===== src/rtl/aes_kat_pkg.sv =====
// Shared definitions for the AES known-answer self-test: FSM encoding,
// table size and the layout of one known-answer vector.
package aes_kat_pkg;

  localparam int          NUM_KAT      = 7;
  localparam logic [2:0]  KAT_IDX_NONE = 3'd7;
  localparam logic [2:0]  KAT_IDX_LAST = 3'(NUM_KAT - 1);

  typedef enum logic [3:0] {
    ST_IDLE  = 4'd0,
    ST_CRST  = 4'd1,
    ST_LOAD  = 4'd2,
    ST_START = 4'd3,
    ST_WAIT  = 4'd4,
    ST_CHECK = 4'd5,
    ST_DRAIN = 4'd6,
    ST_NEXT  = 4'd7,
    ST_DONE  = 4'd8
  } aes_kat_state_e;

  // One table entry: direction (1 = encrypt), operand, key and the
  // result the core must return for that operand/key pair.
  typedef struct packed {
    logic         enc_dec;
    logic [127:0] data;
    logic [127:0] key;
    logic [127:0] expected;
  } aes_kat_vec_t;

  function automatic aes_kat_vec_t kat_vec(input logic         enc_dec,
                                           input logic [127:0] data,
                                           input logic [127:0] key,
                                           input logic [127:0] expected);
    aes_kat_vec_t v;
    v.enc_dec  = enc_dec;
    v.data     = data;
    v.key      = key;
    v.expected = expected;
    return v;
  endfunction

endpackage


===== src/rtl/aes_kat_rom.sv =====
// Combinational known-answer table: FIPS 197 C.1, Appendix B and the
// all-zero / all-ones AES-128 vectors. Unused indices read as all-zero.
module aes_kat_rom
  import aes_kat_pkg::*;
(
  input  logic [2:0]   idx_i,
  output aes_kat_vec_t vec_o
);

  localparam logic [127:0] C1_PT  = 128'h00112233445566778899aabbccddeeff;
  localparam logic [127:0] C1_KEY = 128'h000102030405060708090a0b0c0d0e0f;
  localparam logic [127:0] C1_CT  = 128'h69c4e0d86a7b0430d8cdb78070b4c55a;
  localparam logic [127:0] B_PT   = 128'h3243f6a8885a308d313198a2e0370734;
  localparam logic [127:0] B_KEY  = 128'h2b7e151628aed2a6abf7158809cf4f3c;
  localparam logic [127:0] B_CT   = 128'h3925841d02dc09fbdc118597196a0b32;
  localparam logic [127:0] Z_CT   = 128'h66e94bd4ef8a2c3b884cfa59ca342b2e;
  localparam logic [127:0] F_CT   = 128'hbcbf217cb280cf30b2517052193ab979;
  localparam logic [127:0] ALL0   = '0;
  localparam logic [127:0] ALL1   = '1;

  // Table lookup; decrypt entries swap operand and expected value.
  always_comb begin
    vec_o = '0;
    case (idx_i)
      3'd0:    vec_o = kat_vec(1'b1, C1_PT, C1_KEY, C1_CT);
      3'd1:    vec_o = kat_vec(1'b1, B_PT,  B_KEY,  B_CT);
      3'd2:    vec_o = kat_vec(1'b1, ALL0,  ALL0,   Z_CT);
      3'd3:    vec_o = kat_vec(1'b1, ALL1,  ALL1,   F_CT);
      3'd4:    vec_o = kat_vec(1'b0, C1_CT, C1_KEY, C1_PT);
      3'd5:    vec_o = kat_vec(1'b0, B_CT,  B_KEY,  B_PT);
      3'd6:    vec_o = kat_vec(1'b0, Z_CT,  ALL0,   ALL0);
      default: vec_o = '0;
    endcase
  end

endmodule


===== src/rtl/aes_kat_selftest.sv =====
// Known-answer BIST initiator for aes_core_fixed. Walks the vector table,
// resetting the core before each vector, and accumulates pass/fail status.
//
// Core handshake: operands are presented and held from LOAD until DRAIN
// exits; core_start is a single-cycle pulse; the first cycle core_ready is
// seen high in WAIT (including the WAIT entry cycle) the result is taken,
// and the machine then waits for core_ready to fall before the next vector.
module aes_kat_selftest
  import aes_kat_pkg::*;
#(
  parameter int TIMEOUT_CYCLES = 256,
  parameter int CRST_CYCLES    = 4
) (
  input  logic           clk,
  input  logic           rst,
  input  logic           run_i,
  output logic           busy_o,
  output logic           done_o,
  output logic           pass_o,
  output logic [2:0]     fail_count_o,
  output logic [2:0]     first_fail_o,
  output logic           timeout_o,
  output logic           core_rst_n,
  output logic           core_start,
  output logic           core_enc_dec,
  output logic [127:0]   core_data_in,
  output logic [127:0]   core_key_in,
  input  logic [127:0]   core_data_out,
  input  logic           core_ready,
  output aes_kat_state_e dbg_state_o
);

  localparam int               CNT_W       = $clog2(TIMEOUT_CYCLES) + 1;
  localparam logic [CNT_W-1:0] CNT_TIMEOUT = CNT_W'(TIMEOUT_CYCLES - 1);
  localparam logic [CNT_W-1:0] CNT_CRST    = CNT_W'(CRST_CYCLES - 1);

  aes_kat_state_e   r_state;
  logic [2:0]       r_idx;
  logic [CNT_W-1:0] r_cnt;
  logic [127:0]     r_result;
  aes_kat_vec_t     w_vec;
  logic             w_mismatch;

  aes_kat_rom u_rom (
    .idx_i (r_idx),
    .vec_o (w_vec)
  );

  assign w_mismatch  = (r_result != w_vec.expected);
  assign dbg_state_o = r_state;

  // Self-test sequencer: every output is a register written here.
  always_ff @(posedge clk or posedge rst) begin
    if (rst) begin
      r_state      <= ST_IDLE;
      r_idx        <= '0;
      r_cnt        <= '0;
      r_result     <= '0;
      busy_o       <= 1'b0;
      done_o       <= 1'b0;
      pass_o       <= 1'b0;
      fail_count_o <= '0;
      first_fail_o <= KAT_IDX_NONE;
      timeout_o    <= 1'b0;
      core_rst_n   <= 1'b0;
      core_start   <= 1'b0;
      core_enc_dec <= 1'b0;
      core_data_in <= '0;
      core_key_in  <= '0;
    end else begin
      core_start <= 1'b0;
      case (r_state)
        ST_IDLE, ST_DONE: begin
          core_rst_n <= 1'b1;
          if (run_i) begin
            done_o       <= 1'b0;
            pass_o       <= 1'b0;
            fail_count_o <= '0;
            first_fail_o <= KAT_IDX_NONE;
            timeout_o    <= 1'b0;
            r_idx        <= '0;
            busy_o       <= 1'b1;
            core_rst_n   <= 1'b0;
            r_cnt        <= CNT_CRST;
            r_state      <= ST_CRST;
          end
        end
        ST_CRST: begin
          if (r_cnt == '0) begin
            // Operands are registered here so they are settled for the
            // whole LOAD cycle before core_start is raised.
            core_rst_n   <= 1'b1;
            core_enc_dec <= w_vec.enc_dec;
            core_data_in <= w_vec.data;
            core_key_in  <= w_vec.key;
            r_state      <= ST_LOAD;
          end else begin
            r_cnt <= r_cnt - 1'b1;
          end
        end
        ST_LOAD: begin
          core_start <= 1'b1;
          r_state    <= ST_START;
        end
        ST_START: begin
          r_cnt   <= CNT_TIMEOUT;
          r_state <= ST_WAIT;
        end
        ST_WAIT: begin
          if (core_ready) begin
            r_result <= core_data_out;
            r_state  <= ST_CHECK;
          end else if (r_cnt == '0) begin
            fail_count_o <= fail_count_o + 3'd1;
            if (first_fail_o == KAT_IDX_NONE) first_fail_o <= r_idx;
            timeout_o <= 1'b1;
            r_state   <= ST_NEXT;
          end else begin
            r_cnt <= r_cnt - 1'b1;
          end
        end
        ST_CHECK: begin
          if (w_mismatch) begin
            fail_count_o <= fail_count_o + 3'd1;
            if (first_fail_o == KAT_IDX_NONE) first_fail_o <= r_idx;
          end
          r_cnt   <= CNT_TIMEOUT;
          r_state <= ST_DRAIN;
        end
        ST_DRAIN: begin
          // A drain timeout flags the core but leaves the vector verdict alone.
          if (!core_ready) begin
            r_state <= ST_NEXT;
          end else if (r_cnt == '0) begin
            timeout_o <= 1'b1;
            r_state   <= ST_NEXT;
          end else begin
            r_cnt <= r_cnt - 1'b1;
          end
        end
        ST_NEXT: begin
          if (r_idx == KAT_IDX_LAST) begin
            done_o  <= 1'b1;
            busy_o  <= 1'b0;
            pass_o  <= (fail_count_o == '0);
            r_state <= ST_DONE;
          end else begin
            r_idx      <= r_idx + 3'd1;
            core_rst_n <= 1'b0;
            r_cnt      <= CNT_CRST;
            r_state    <= ST_CRST;
          end
        end
        default: r_state <= ST_IDLE;
      endcase
    end
  end

endmodule

===== config.mk =====
export PLATFORM = sky130hd
export DESIGN_NAME = aes_kat_selftest
export DESIGN_NICKNAME = d
export VERILOG_FILES = /design/src/rtl/aes_kat_pkg.sv /design/src/rtl/aes_kat_rom.sv /design/src/rtl/aes_kat_selftest.sv
export SDC_FILE = /design/constraint.sdc
export NUM_CORES = 1
export LEC_CHECK = 0
export BUFFER_PORTS_ARGS = -buffer_cell sky130_fd_sc_hd__buf_2
export CAP_MARGIN = 20
export CORE_ASPECT_RATIO = 0.8
export CORE_MARGIN = 2
export CORE_UTILIZATION = 45
export CTS_CLUSTER_DIAMETER = 150
export DETAILED_ROUTE_END_ITERATION = 6
export GPL_ROUTABILITY_DRIVEN = 1
export PLACE_DENSITY = 0.74
export SLEW_MARGIN = 20
export SYNTH_ARGS = -nofsm -noshare
export SYNTH_HDL_FRONTEND = slang
export SYNTH_HIERARCHICAL = 1
export SYNTH_SLANG_ARGS = --single-unit

===== constraint.sdc =====
create_clock -name clk -period 12.83 [get_ports clk]
set_input_delay 0.6415 -clock clk [delete_from_list [all_inputs] [get_ports clk]]
set_output_delay 0.6415 -clock clk [all_outputs]
set_load 0.005 [all_outputs]

After elaboration in Yosys (flattened, before gate mapping)
Cells that the tools add are included.
{"block": "totals", "regBits": 413, "in_bits": 132, "out_inout_bits": 273, "wordCells": 106}
{"block": "op_classes", "add_sub_neg": 3, "n_eq_ne": 24, "muxes": 44, "reduce_logical": 20}
{"operator": "$pmux W385 S7", "count": 1}
{"operator": "$ne A128 B128 Y1", "count": 1}
{"operator": "$pmux W9 S6", "count": 1}
{"operator": "$mux W9", "count": 5}
{"operator": "$pmux W4 S8", "count": 1}
{"operator": "$mux W3", "count": 10}
{"operator": "$mux W4", "count": 6}
{"operator": "$pmux W3 S3", "count": 2}
{"operator": "$eq A4 B3 Y1 const B", "count": 4}
{"operator": "$ne A2 B2 Y1 const B", "count": 8}
{"operator": "$eq A3 B3 Y1 const B", "count": 4}
{"operator": "$mux W1", "count": 12}
{"operator": "$reduce_and A5 Y1", "count": 2}
{"operator": "$logic_not A9 Y1", "count": 1}
{"operator": "$reduce_and A3 Y1", "count": 3}
{"operator": "$reduce_bool A3 Y1", "count": 3}
{"operator": "$sub A9 B1 Y9 const B", "count": 1}
{"operator": "$eq A4 B2 Y1 const B", "count": 2}
{"operator": "$add A3 B1 Y3 const B", "count": 2}
{"operator": "$eq A3 B2 Y1 const B", "count": 2}
{"operator": "$logic_not A3 Y1", "count": 2}
{"operator": "$pmux W1 S2", "count": 3}
{"operator": "$pmux W1 S3", "count": 2}
{"operator": "$pmux W3 S2", "count": 1}
{"operator": "9 further kinds", "count": 12}

Longest topological paths before layout
Gate-level depths: netlist of run 1.
{"block": "logic_depth", "depth_word": 5, "mapped_depth": 13, "ltp_nobuf": 11}

By module
Netlist of run 1, hierarchy kept.
{"mod": "aes_kat_selftest", "instances": 1, "cells_per_inst": 1186, "area_each_um2": 17367.9, "seq_area_each_um2": 10338.7}
{"mod": "aes_kat_rom", "instances": 1, "cells_per_inst": 425, "area_each_um2": 2961.6, "seq_area_each_um2": 0.0}

Worst setup path before layout of run 1
No wires, ideal clock.
{"block": "synth_timing", "path_type": "flip-flop to flip-flop", "startpoint": "register r_idx[0]", "endpoint": "register fail_count_o[2]", "setup_ns": 0.132, "t_arrival_ns": 3.638, "t_required_ns": 12.698, "setup_slack_ns": 9.060, "path_stages_with_launch": 11, "path_buffers": 3, "period_less_slack_ns": 3.770, "cell_sequence": "dfrtp_1 -> buf_6 -> buf_6 -> o21ai_0 -> buf_4 -> xor2_1 -> nor4_1 -> nand4_1 -> nor4_1 -> and3_1 -> o211ai_1"}
{"element": "from (decl)", "line": "aes_kat_selftest.sv:38", "rtl": "logic [2:0] r_idx;"}
{"element": "from (signal assigned)", "line": "aes_kat_selftest.sv:148", "rtl": "r_idx <= r_idx + 3'd1;"}
{"element": "to (signal assigned)", "line": "aes_kat_selftest.sv:114", "rtl": "fail_count_o <= fail_count_o + 3'd1;"}
{"element": "to (signal assigned)", "line": "aes_kat_selftest.sv:124", "rtl": "fail_count_o <= fail_count_o + 3'd1;"}
{"element": "to (decl)", "line": "aes_kat_selftest.sv:20", "rtl": "output logic [2:0] fail_count_o,"}

==> results.cfg, run 1 <==
[run_status]
outcome = finished clean

[power]
vdd.ir_drop.worst_mv = 0.130
power_density_mw_per_mm2 = 215
power_leakage_nw = 11.5

[timing]
final_period_minus_worst_setup_slack_ns = 4.53
worst_clock_skew_ns = 0.0138
timing.slew.headroom_pct = 26.8
max_clock_freq_ghz = 0.221
finalSetupViolations = 0
timing_worst_slew_pin_value_ns = 1.10
rsz_0062_raised_after_global_routing = false
maxSlewViolCount = 0
post-route-period-util_pct = 35.3
finalHoldViolations = 0
finalHoldWorstSlack_ns = 0.274
setup-tns-final_ns = 0

[floorplan]
floorplan.initialDensity_pct = 45.7
dieArea_mm2 = 0.0469
die_h_um = 194
fp.coreArea_mm2 = 0.0445
floorplan.rows = 69
chipWidth_um = 242
ports_placed_on_the_boundary = 405

[flow_run]
max_cap_viol_count = 0

[yosys]
post_synth_num_cell_types = 63
synth-async-reset-ratio_pct = 100
synthesis.nets = 1753
synth.avg_cell_area_um2 = 12.6
count_of_mapped_cells_out_of_synthesis = 1611
synth_enable_flop_cells = 0
sequential_fraction_of_the_synthesis_area_pct = 50.9
ys_ff_latch = 413
count_of_synthesis_stage_warnings_from_yosys = 6
synthFlopType = sky130_fd_sc_hd__dfrtp_1
post_synth_instance_area_mm2 = 0.0203

[clock_tree]
post_cts_resized = 0
cts-root-buf = sky130_fd_sc_hd__clkbuf_16
cts.clk_slew.worst_paths_ns = 0.06
clock_tree.htree_level_count = 2
cts_num_sinks = 413
cts_made_buffers = 43
post-cts-setup-buffers = 0
cts_hold_repair.buffers = 0
max-clock-path-buffers = 3
cts_tree = built
clock_network_latency_to_the_later_pin_of_the_worst_skew_pair_ns = 0.56

[layout]
layout-area-overhead-vs-synth_pct = 7.98
filler_instances = 3813
area.sequential_mm2 = 0.0103
layout_commonest_cell = sky130_fd_sc_hd__dfrtp_1
ratio_of_cells_with_drive_above_1_in_the_final_layout_pct = 51.7
multiInputGateArea_mm2 = 0.00713
fin_util_pct = 49.4
final_net_count = 1844
layout_common_cells = sky130_fd_sc_hd__dfrtp_1, sky130_fd_sc_hd__buf_2, sky130_fd_sc_hd__mux2_2

[global_route]
met3_usage_pct = 5.58
grt_busiest_layer = met2
grt_first_pass_wirelength_um = 76300
grt_met2_usage_pct = 32.7
antenna_found_initial = 1
grt_max_degree = 202
first_global_vias = 12142
groute.layer.met1.usage_pct = 29.2
globalRouteTotalUtil_pct = 21.3
grt_remaining_overflow = 0

[setup_path]
crit_required_ns = 13.26
criticalPathCategory = register to register
path_max_fanout = 33
cp-end-kind = register
critPathLaunchType = register
critical_path_arrival_ns = 4.96

[routing]
postRouteAntennaNets = 0
drt_wl_total_um = 50300
post_drt_via_cell_ratio = 5.17
drt_pass1_iterations = 5
routed-via-count = 12108
first_iter_violations = 819
post-route-drc-count = 0
routed_length_per_instance_um = 21.5

[placement]
routabilityCongestion = 0.878
port_buffers = 404
place_hpwl_um = 35600

[min_path]
hold_class = input port to asynchronous set/reset pin
## final cells by class
| class | instances | share of cell area (%) |
|---|---|---|
| flip-flops and latches | 413 | 47.1 |
| multi-input cells | 797 | 32.5 |
| repair buffers | 421 | 9.87 |
| clock buffers | 58 | 5.52 |
| well taps | 603 | 3.44 |
| clock inverters | 21 | 1.08 |
| inverters | 26 | 0.484 |
| diodes | 2 | 0.0228 |
## final timing paths
| path | depth (start not counted) | slack [ns] | from | end |
|---|---|---|---|---|
| setup / recovery | 10 | 8.30 | r_idx[1] | fail_count_o[2] |
| hold / removal | 2 | 0.27 | rst | core_data_in[91] |
| setup reg to reg | 10 | 8.30 | r_idx[1] | fail_count_o[2] |
| hold reg to reg | 1 | 0.50 | core_data_in[21] | core_data_in[21] |
| max in group asynchronous | 4 | 10.14 | rst | core_data_in[90] |
| min in group clk | 2 | 0.31 | core_data_out[24] | r_result[24] |
## cells in the mapped netlist (5+ instances only)
| master | number | area [um2] |
|---|---|---|
| sky130_fd_sc_hd__buf_2 | 8 | 40.0 |
| sky130_fd_sc_hd__ha_1 | 8 | 100 |
| sky130_fd_sc_hd__xor2_1 | 121 | 1060 |
| sky130_fd_sc_hd__mux2_2 | 385 | 4340 |
| sky130_fd_sc_hd__a31oi_1 | 5 | 31.3 |
| sky130_fd_sc_hd__o21ai_0 | 26 | 130 |
| sky130_fd_sc_hd__nor2_1 | 44 | 165 |
| sky130_fd_sc_hd__buf_6 | 20 | 225 |
| sky130_fd_sc_hd__nand2b_1 | 5 | 31.3 |
| sky130_fd_sc_hd__a21oi_1 | 31 | 155 |
| sky130_fd_sc_hd__nand4_1 | 7 | 43.8 |
| sky130_fd_sc_hd__dfrtp_1 | 410 | 10300 |
| sky130_fd_sc_hd__clkbuf_1 | 22 | 82.6 |
| sky130_fd_sc_hd__nor2b_1 | 9 | 56.3 |
| sky130_fd_sc_hd__nor4_1 | 40 | 250 |
| sky130_fd_sc_hd__nor3_1 | 8 | 40.0 |
| sky130_fd_sc_hd__inv_1 | 24 | 90.1 |
| sky130_fd_sc_hd__nand2_1 | 43 | 161 |
| sky130_fd_sc_hd__buf_4 | 323 | 2420 |
## sequential cells by signal, indices dropped and copies added, names as in the netlist, 3 cells and up
name / cells
r_cnt: 9
fail_count_o: 3
core_key_in: 128
first_fail_o: 3
r_result: 128
r_idx: 3
dbg_state_o: 4
core_data_in: 128
## kinds of logic (layout without fill, tap and decap cells)
group           Yosys count  after routing  share of synthesized area [%]
flops                   413            413                           50.9
simple gates            184            184                           4.75
other cells               1              3                         0.0184
compound gates           91             91                           2.68
mux                     386            386                           21.4
buf+inv                 401            526                           14.2
xor+xnor                125            125                           5.48
fa+ha+maj                10             10                          0.689
## power breakdown
part	switching, mW	internal (mW)	total, mW
Combinational	0.935	0.640	1.57
Sequential	0.244	1.62	1.86
Clock	0.530	0.749	1.28
Total	1.71	3.01	4.72
## metrics by stage
step | cell area, um2 | setup slack (ns) | instances | power (mW)
3_3_place_gp | 20500 | 8.59 | 2260 | 3.38
5_1_grt | 21900 | 8.18 | 2339 | 4.97
3_5_place_dp | 20500 | 8.62 | 2260 | 3.44
6_report | 22000 | 8.30 | 2341 | 4.72
2_1_floorplan | 20300 | 0.700 | 1611 | 3.50
4_1_cts | 21900 | 8.58 | 2339 | 4.75
## critical path: stages (launching register included)
cell and delay [ns]:
sky130_fd_sc_hd__dfrtp_1 0.38, sky130_fd_sc_hd__buf_4 0.26, sky130_fd_sc_hd__inv_1 0.36, sky130_fd_sc_hd__nand2_1 0.23
sky130_fd_sc_hd__a21oi_1 0.89, sky130_fd_sc_hd__xor2_1 0.15, sky130_fd_sc_hd__nor4_1 0.51, sky130_fd_sc_hd__nand4_1 0.23
sky130_fd_sc_hd__nor4_1 0.92, sky130_fd_sc_hd__and3_1 0.33, sky130_fd_sc_hd__o211ai_1 0.11
## layer usage
layer	wire (um)	part of all wire, %	vias up
met5	0	0	-
met4	1530	3.0	0
met3	4050	8.1	92
met2	22900	46	470
met1	21800	43	6155
li1	-	-	5391
Note: power is estimated with default switching activity, not from simulation.
==> inputs of run 2 (changes only) <==
ABC_AREA = 1   (was not set)
clock period = 3.7 ns   (was 12.83 ns; I/O delays follow)
==> run 2 against run 1 <==
  * First-iteration DRC count up 19%
  * Largest power group unchanged
  * Synthesized cell count up 23%
  * Count of clock-buffer cells in the layout down 7
==> results.cfg, run 2 <==
[floorplan]
chipWidth_um = 248
dieArea_mm2 = 0.0495
die_h_um = 199
fp.coreArea_mm2 = 0.0471
floorplan.initialDensity_pct = 45.6
floorplan.rows = 71
ports_placed_on_the_boundary = 405

[yosys]
synth.avg_cell_area_um2 = 10.8
synthFlopType = sky130_fd_sc_hd__dfrtp_1
count_of_synthesis_stage_warnings_from_yosys = 6
synth.most_common_cell = sky130_fd_sc_hd__nand2_1
post-synth-top-area-fraction_pct = 47.8
post_synth_num_cell_types = 44
synth_enable_flop_cells = 0
ys_ff_latch = 413
synth-async-reset-ratio_pct = 100
synth.top_cells.by_area = sky130_fd_sc_hd__dfrtp_1, sky130_fd_sc_hd__mux2_4, sky130_fd_sc_hd__buf_4
synthesis.nets = 2125
sequential_fraction_of_the_synthesis_area_pct = 48.2
count_of_mapped_cells_out_of_synthesis = 1983
post_synth_instance_area_mm2 = 0.0215
yosys.area.top_type = sky130_fd_sc_hd__dfrtp_1
netlist_top_cells_count = sky130_fd_sc_hd__nand2_1, sky130_fd_sc_hd__dfrtp_1, sky130_fd_sc_hd__buf_4

[setup_path]
worst_r2r_path_depth = 15
crit_path_max_delay_cell_type = sky130_fd_sc_hd__dfrtp_1
timing.critical_path.from = r_idx[2]
path_max_fanout = 11
reg2reg_setup_slack_ns = 0.60
timing.critical_path.to = first_fail_o[2]
path_delay_family = simple AND/OR/NAND/NOR gates
critical_path_arrival_ns = 3.60
crit_required_ns = 4.20
crit-reg2reg-capture = first_fail_o[2]
worst_path_most_repeated_cell = sky130_fd_sc_hd__nand2_1
critPathLaunchType = register
max_stage_delay_ns = 0.64
critical_path_depth = 15
critical_path.reg2reg.startpoint = r_idx[2]
cp_num_buf_inv = 1
criticalPathCategory = register to register
critical_path.cell_chain = inv_2, ha_1, nand2_2, nand2_1, xnor2_1, nand2_1, nor2_1, nand2_1, nor2_1, nand2_1, nor2_1, nand3_2, nand3_2, nand2_1, nand2_1
cp-end-kind = register

[clock_tree]
cts_made_buffers = 42
clock_tree.htree_level_count = 2
post_cts_resized = 0
clock_network_latency_to_the_later_pin_of_the_worst_skew_pair_ns = 0.57
cts_num_sinks = 413
max-clock-path-buffers = 3
cts-root-buf = sky130_fd_sc_hd__clkbuf_16
cts_tree = built
cts.clk_slew.worst_paths_ns = 0.06

[timing]
setup-tns-final_ns = 0
finalHoldViolations = 0
final_period_minus_worst_setup_slack_ns = 3.10
post-route-period-util_pct = 83.8
rsz_0062_raised_after_global_routing = false
worst_clock_skew_ns = 0.0223
timing.slew.headroom_pct = 40.4
timing_worst_slew_pin_value_ns = 0.894
finalHoldWorstSlack_ns = 0.136
finalSetupViolations = 0
max_clock_freq_ghz = 0.323
maxSlewViolCount = 0

[placement]
routabilityCongestion = 0.901
port_buffers = 404
place_hpwl_um = 38800

[global_route]
grt_max_degree = 162
grt_first_pass_wirelength_um = 86300
grt_remaining_overflow = 0
first_global_vias = 14422
globalRouteTotalUtil_pct = 22.8
antenna_found_initial = 1

[layout]
biggest_regs = core_data_in x128, core_key_in x128, r_result x128
area.sequential_mm2 = 0.0103
filler_instances = 3951
fin_util_pct = 52.1
multiInputGateArea_mm2 = 0.00802
layout_common_cells = sky130_fd_sc_hd__nand2_1, sky130_fd_sc_hd__dfrtp_1, sky130_fd_sc_hd__buf_2
final_net_count = 2358
layout-area-overhead-vs-synth_pct = 14.3
layout_commonest_cell = sky130_fd_sc_hd__nand2_1
ratio_of_cells_with_drive_above_1_in_the_final_layout_pct = 36.5

[routing]
post_drt_via_cell_ratio = 4.98
drt_pass1_iterations = 6
routed-via-count = 14291
routed_length_per_instance_um = 20.0
post-route-drc-count = 0
postRouteAntennaNets = 0
first_iter_violations = 972
drt_wl_total_um = 57400

[min_path]
hold_class = input port to register

[power]
power_leakage_nw = 13.9
vdd.ir_drop.worst_mv = 0.331
power_density_mw_per_mm2 = 624

[flow_run]
max_cap_viol_count = 0

[run_status]
outcome = finished clean
[run 2: cell families after synthesis]
kind of cell,share of synthesized area (%)
and+or+nand+nor,12.9
AOI/OAI and AO/OA,1.21
adders and majority gates,0.653
muxes,17.5
DFF,48.2
buffers and inverters,14.7
other,0.0175
xor gates and xnor gates,4.90
[run 2: per-layer routing]
layer / vias to the layer above / wire, um / GRT usage [%]
met1: 7104 / 25000 / 31.2
met4: 0 / 1750 / 7.91
met2: 616 / 26500 / 36.4
met5: - / 0 / 0
met3: 113 / 4140 / 4.15
li1: 6458 / - / -
[run 2: stage by stage]
| step | total power [mW] | instances | area, um2 | setup WS (ns) |
|---|---|---|---|---|
| after global routing | 16.2 | 2871 | 24500 | 0.384 |
| after global placement | 10.5 | 2662 | 21800 | 0.711 |
| final | 15.3 | 2871 | 24500 | 0.600 |
| after floorplan | 10.3 | 1983 | 21500 | -2.05 |
| after CTS | 15.4 | 2870 | 24500 | 0.594 |
| after detailed placement | 10.7 | 2662 | 21800 | 0.616 |
[run 2: final cells by class]
| class | instances | share of cell area (%) |
|---|---|---|
| Antenna cell | 1 | 0.0102 |
| Tap cell | 620 | 3.16 |
| Multi-Input combinational cell | 1112 | 32.7 |
| Clock inverter | 27 | 1.27 |
| Sequential cell | 413 | 42.1 |
| Timing Repair Buffer | 562 | 14.8 |
| Inverter | 85 | 1.34 |
| Clock buffer | 51 | 4.66 |
[run 2: how the worst min path moves through the flow]
stage / start / endpoint / slack [ns] / cells past startpoint
floorplan: core_data_out[0] / r_result[0] / 0.29 / 2
global placement: rst / core_key_in[123] / 0.21 / 2
detailed placement: rst / core_key_in[123] / 0.22 / 2
CTS: run_i / dbg_state_o[0] / 0.09 / 4
global route: run_i / dbg_state_o[0] / 0.14 / 4
finish: run_i / dbg_state_o[0] / 0.14 / 4
[run 2: repair_timing]
action                    in CTS  in global routing
buffers inserted               0                  0
hold endpoints to repair     140                  0
hold buffers                 130                  0
[run 2: power breakdown]
group / switching [mW] / total (mW) / internal, mW / leakage, nW
Clock: 1.93 / 4.52 / 2.59 / 0.713
Sequential: 0.831 / 6.27 / 5.44 / 5.54
Combinational: 2.66 / 4.52 / 1.85 / 7.63
[run 2: worst register-to-register path, stage by stage (launching register included)]
cell	delay [ns]
sky130_fd_sc_hd__dfrtp_1	0.64
sky130_fd_sc_hd__inv_2	0.19
sky130_fd_sc_hd__ha_1	0.35
sky130_fd_sc_hd__nand2_2	0.17
sky130_fd_sc_hd__nand2_1	0.30
sky130_fd_sc_hd__xnor2_1	0.25
sky130_fd_sc_hd__nand2_1	0.07
sky130_fd_sc_hd__nor2_1	0.20
sky130_fd_sc_hd__nand2_1	0.08
sky130_fd_sc_hd__nor2_1	0.09
sky130_fd_sc_hd__nand2_1	0.08
sky130_fd_sc_hd__nor2_1	0.13
sky130_fd_sc_hd__nand3_2	0.23
sky130_fd_sc_hd__nand3_2	0.15
sky130_fd_sc_hd__nand2_1	0.07
sky130_fd_sc_hd__nand2_1	0.06
==> inputs of run 3 (changes only) <==
ABC_AREA = 0   (was 1)
PLACE_DENSITY = 0.71   (was 0.74)
clock period = 3.1 ns   (was 3.7 ns; I/O delays follow)
==> run 3 against run 2 <==
  * Total power is 34% higher
  * Register-to-register slack worse by 0.50 ns
  * Die area is 5.2% lower
  * Final cell count is 12% lower
  * Utilization is 2.0 points higher
  * Critical path type unchanged
  * Critical endpoint is now fail_count_o[2]
  * Largest power group unchanged
==> results.cfg, run 3 (synthesis results as in run 1) <==
[timing]
timing.slew.headroom_pct = 34.6
setup-tns-final_ns = 0
maxSlewViolCount = 0
post-route-period-util_pct = 96.7
rsz_0062_raised_after_global_routing = true
max_clock_freq_ghz = 0.334
finalHoldViolations = 0
finalSetupViolations = 0
final_period_minus_worst_setup_slack_ns = 3.00
timing_worst_slew_pin_value_ns = 0.977
worst_clock_skew_ns = 0.0119

[setup_path]
cp-end-kind = register
timing.critical_path.from = r_idx[2]
critPathLaunchType = register
path_max_fanout = 19
criticalPathCategory = register to register
crit_required_ns = 3.54
max_stage_delay_ns = 0.41
critical_path_arrival_ns = 3.44
crit_path_max_delay_cell_type = sky130_fd_sc_hd__dfrtp_1
critical_path.reg2reg.startpoint = r_idx[2]
critical_path.cell_chain = buf_6, and2b_1, nand2_4, nand2_2, xor2_1, nor4_2, nand4_1, nor4_4, buf_4, and3_1, o211ai_1

[routing]
post_drt_via_cell_ratio = 5.14
first_iter_violations = 873
postRouteAntennaNets = 0
drt_wl_total_um = 53800
drt_pass1_iterations = 5
routed-via-count = 12988
routed_length_per_instance_um = 21.3
post-route-drc-count = 0

[clock_tree]
clock_network_latency_to_the_later_pin_of_the_worst_skew_pair_ns = 0.56
max-clock-path-buffers = 3
post-cts-setup-buffers = 0
cts_num_sinks = 413
cts-root-buf = sky130_fd_sc_hd__clkbuf_16
cts_made_buffers = 44
cts_tree = built
clock_tree.htree_level_count = 2
cts.clk_slew.worst_paths_ns = 0.06

[floorplan]
chipWidth_um = 242
die_h_um = 194
floorplan.rows = 69
dieArea_mm2 = 0.0469
fp.coreArea_mm2 = 0.0445
ports_placed_on_the_boundary = 405
floorplan.initialDensity_pct = 45.7

[placement]
place_hpwl_um = 37700
routabilityCongestion = 0.944
port_buffers = 404

[global_route]
grt_remaining_overflow = 0
first_global_vias = 13602
antenna_found_initial = 0
grt_first_pass_wirelength_um = 82500
globalRouteTotalUtil_pct = 22.9
grt_max_degree = 95

[layout]
fin_util_pct = 54.1
layout-area-overhead-vs-synth_pct = 18.4
final_net_count = 2032
ratio_of_cells_with_drive_above_1_in_the_final_layout_pct = 50.5
layout_commonest_cell = sky130_fd_sc_hd__dfrtp_1
biggest_regs = core_data_in x128, core_key_in x128, r_result x128
filler_instances = 3612
layout_common_cells = sky130_fd_sc_hd__dfrtp_1, sky130_fd_sc_hd__buf_2, sky130_fd_sc_hd__mux2_2

[min_path]
hold_class = input port to register
hold_path.startpoint = core_ready

[power]
power_leakage_nw = 12.5
power_density_mw_per_mm2 = 855
vdd.ir_drop.worst_mv = 0.552
fin_total_pwr_mw = 20.6

[run_status]
outcome = finished clean

[flow_run]
max_cap_viol_count = 0
## run 3: cell types whose count changed in the layout (fill, tap and decap cells not counted), moves of 10 or more
| cell | previous run | this run |
|---|---|---|
| sky130_fd_sc_hd__mux2_2 | 27 | 385 |
| sky130_fd_sc_hd__nand2_1 | 522 | 40 |
| sky130_fd_sc_hd__nand3_1 | 19 | 4 |
| sky130_fd_sc_hd__buf_4 | 21 | 56 |
| sky130_fd_sc_hd__inv_2 | 16 | 2 |
| sky130_fd_sc_hd__nor2_1 | 79 | 43 |
| sky130_fd_sc_hd__nor4_1 | 1 | 34 |
| sky130_fd_sc_hd__buf_12 | 7 | 17 |
| sky130_fd_sc_hd__xnor2_1 | 94 | 3 |
| sky130_fd_sc_hd__mux2_4 | 230 | 0 |
| sky130_fd_sc_hd__a21oi_1 | 10 | 29 |
| sky130_fd_sc_hd__xor2_1 | 26 | 121 |
| sky130_fd_sc_hd__inv_1 | 66 | 22 |
| sky130_fd_sc_hd__nand4_1 | 17 | 7 |
## run 3: where the power goes
group	total [mW]	internal, mW	switching, mW
Sequential	7.76	6.70	1.06
Clock	5.60	3.40	2.20
Combinational	7.21	3.11	4.10
## run 3: critical path: cells and delay by family (launching register included)
kind / cells / cell delay [ns]
and+or+nand+nor: 7 / 1.77
buffers and inverters: 2 / 0.41
DFF: 1 / 0.41
xor gates and xnor gates: 1 / 0.18
AOI/OAI and AO/OA: 1 / 0.10
## run 3: stage by stage
step / hold slack (ns) / cell area, um2 / instances / setup WS [ns]
2_1_floorplan: 0.306 / 20400 / 1611 / -2.62
3_3_place_gp: 0.335 / 21200 / 2317 / 0.0489
3_5_place_dp: 0.321 / 21200 / 2317 / -0.0676
4_1_cts: 0.0372 / 24000 / 2526 / 0.0271
5_1_grt: 0.0660 / 24100 / 2526 / -0.0192
6_report: 0.0684 / 24100 / 2529 / 0.103
## run 3: routing by layer
metal	wire [um]	global-route usage [%]	part of all wire (%)
met1	23000	30.3	43
met2	25600	37.6	48
met3	3440	4.33	6.4
met4	1730	8.33	3.2
met5	0	0	0
## run 3: layout make-up
cell class	count	area, um2	share of cell area [%]
sequential	413	10300	43.0
multi-input combinational	797	7220	30.0
timing repair buffer	608	4100	17.0
clock buffer	61	1290	5.35
tap	603	754	3.14
clock inverter	18	255	1.06
inverter	26	105	0.437
antenna	3	7.51	0.0312
## run 3: final timing paths
kind / end / slack (ns) / cells after the start
min reg2reg: core_data_in[100] / 0.50 / 1
max in group asynchronous: core_key_in[89] / 1.90 / 4
max: fail_count_o[2] / 0.10 / 11
min: timeout_o / 0.07 / 4
max reg2reg: fail_count_o[2] / 0.10 / 11
min in group asynchronous: r_result[113] / 0.27 / 3
## run 3: timing repair
item	in CTS	in global routing
pin swaps	0	1
endpoints found under the setup margin	6	12
hold buffers	130	0
resized for setup	1	12
hold endpoints to repair	145	0
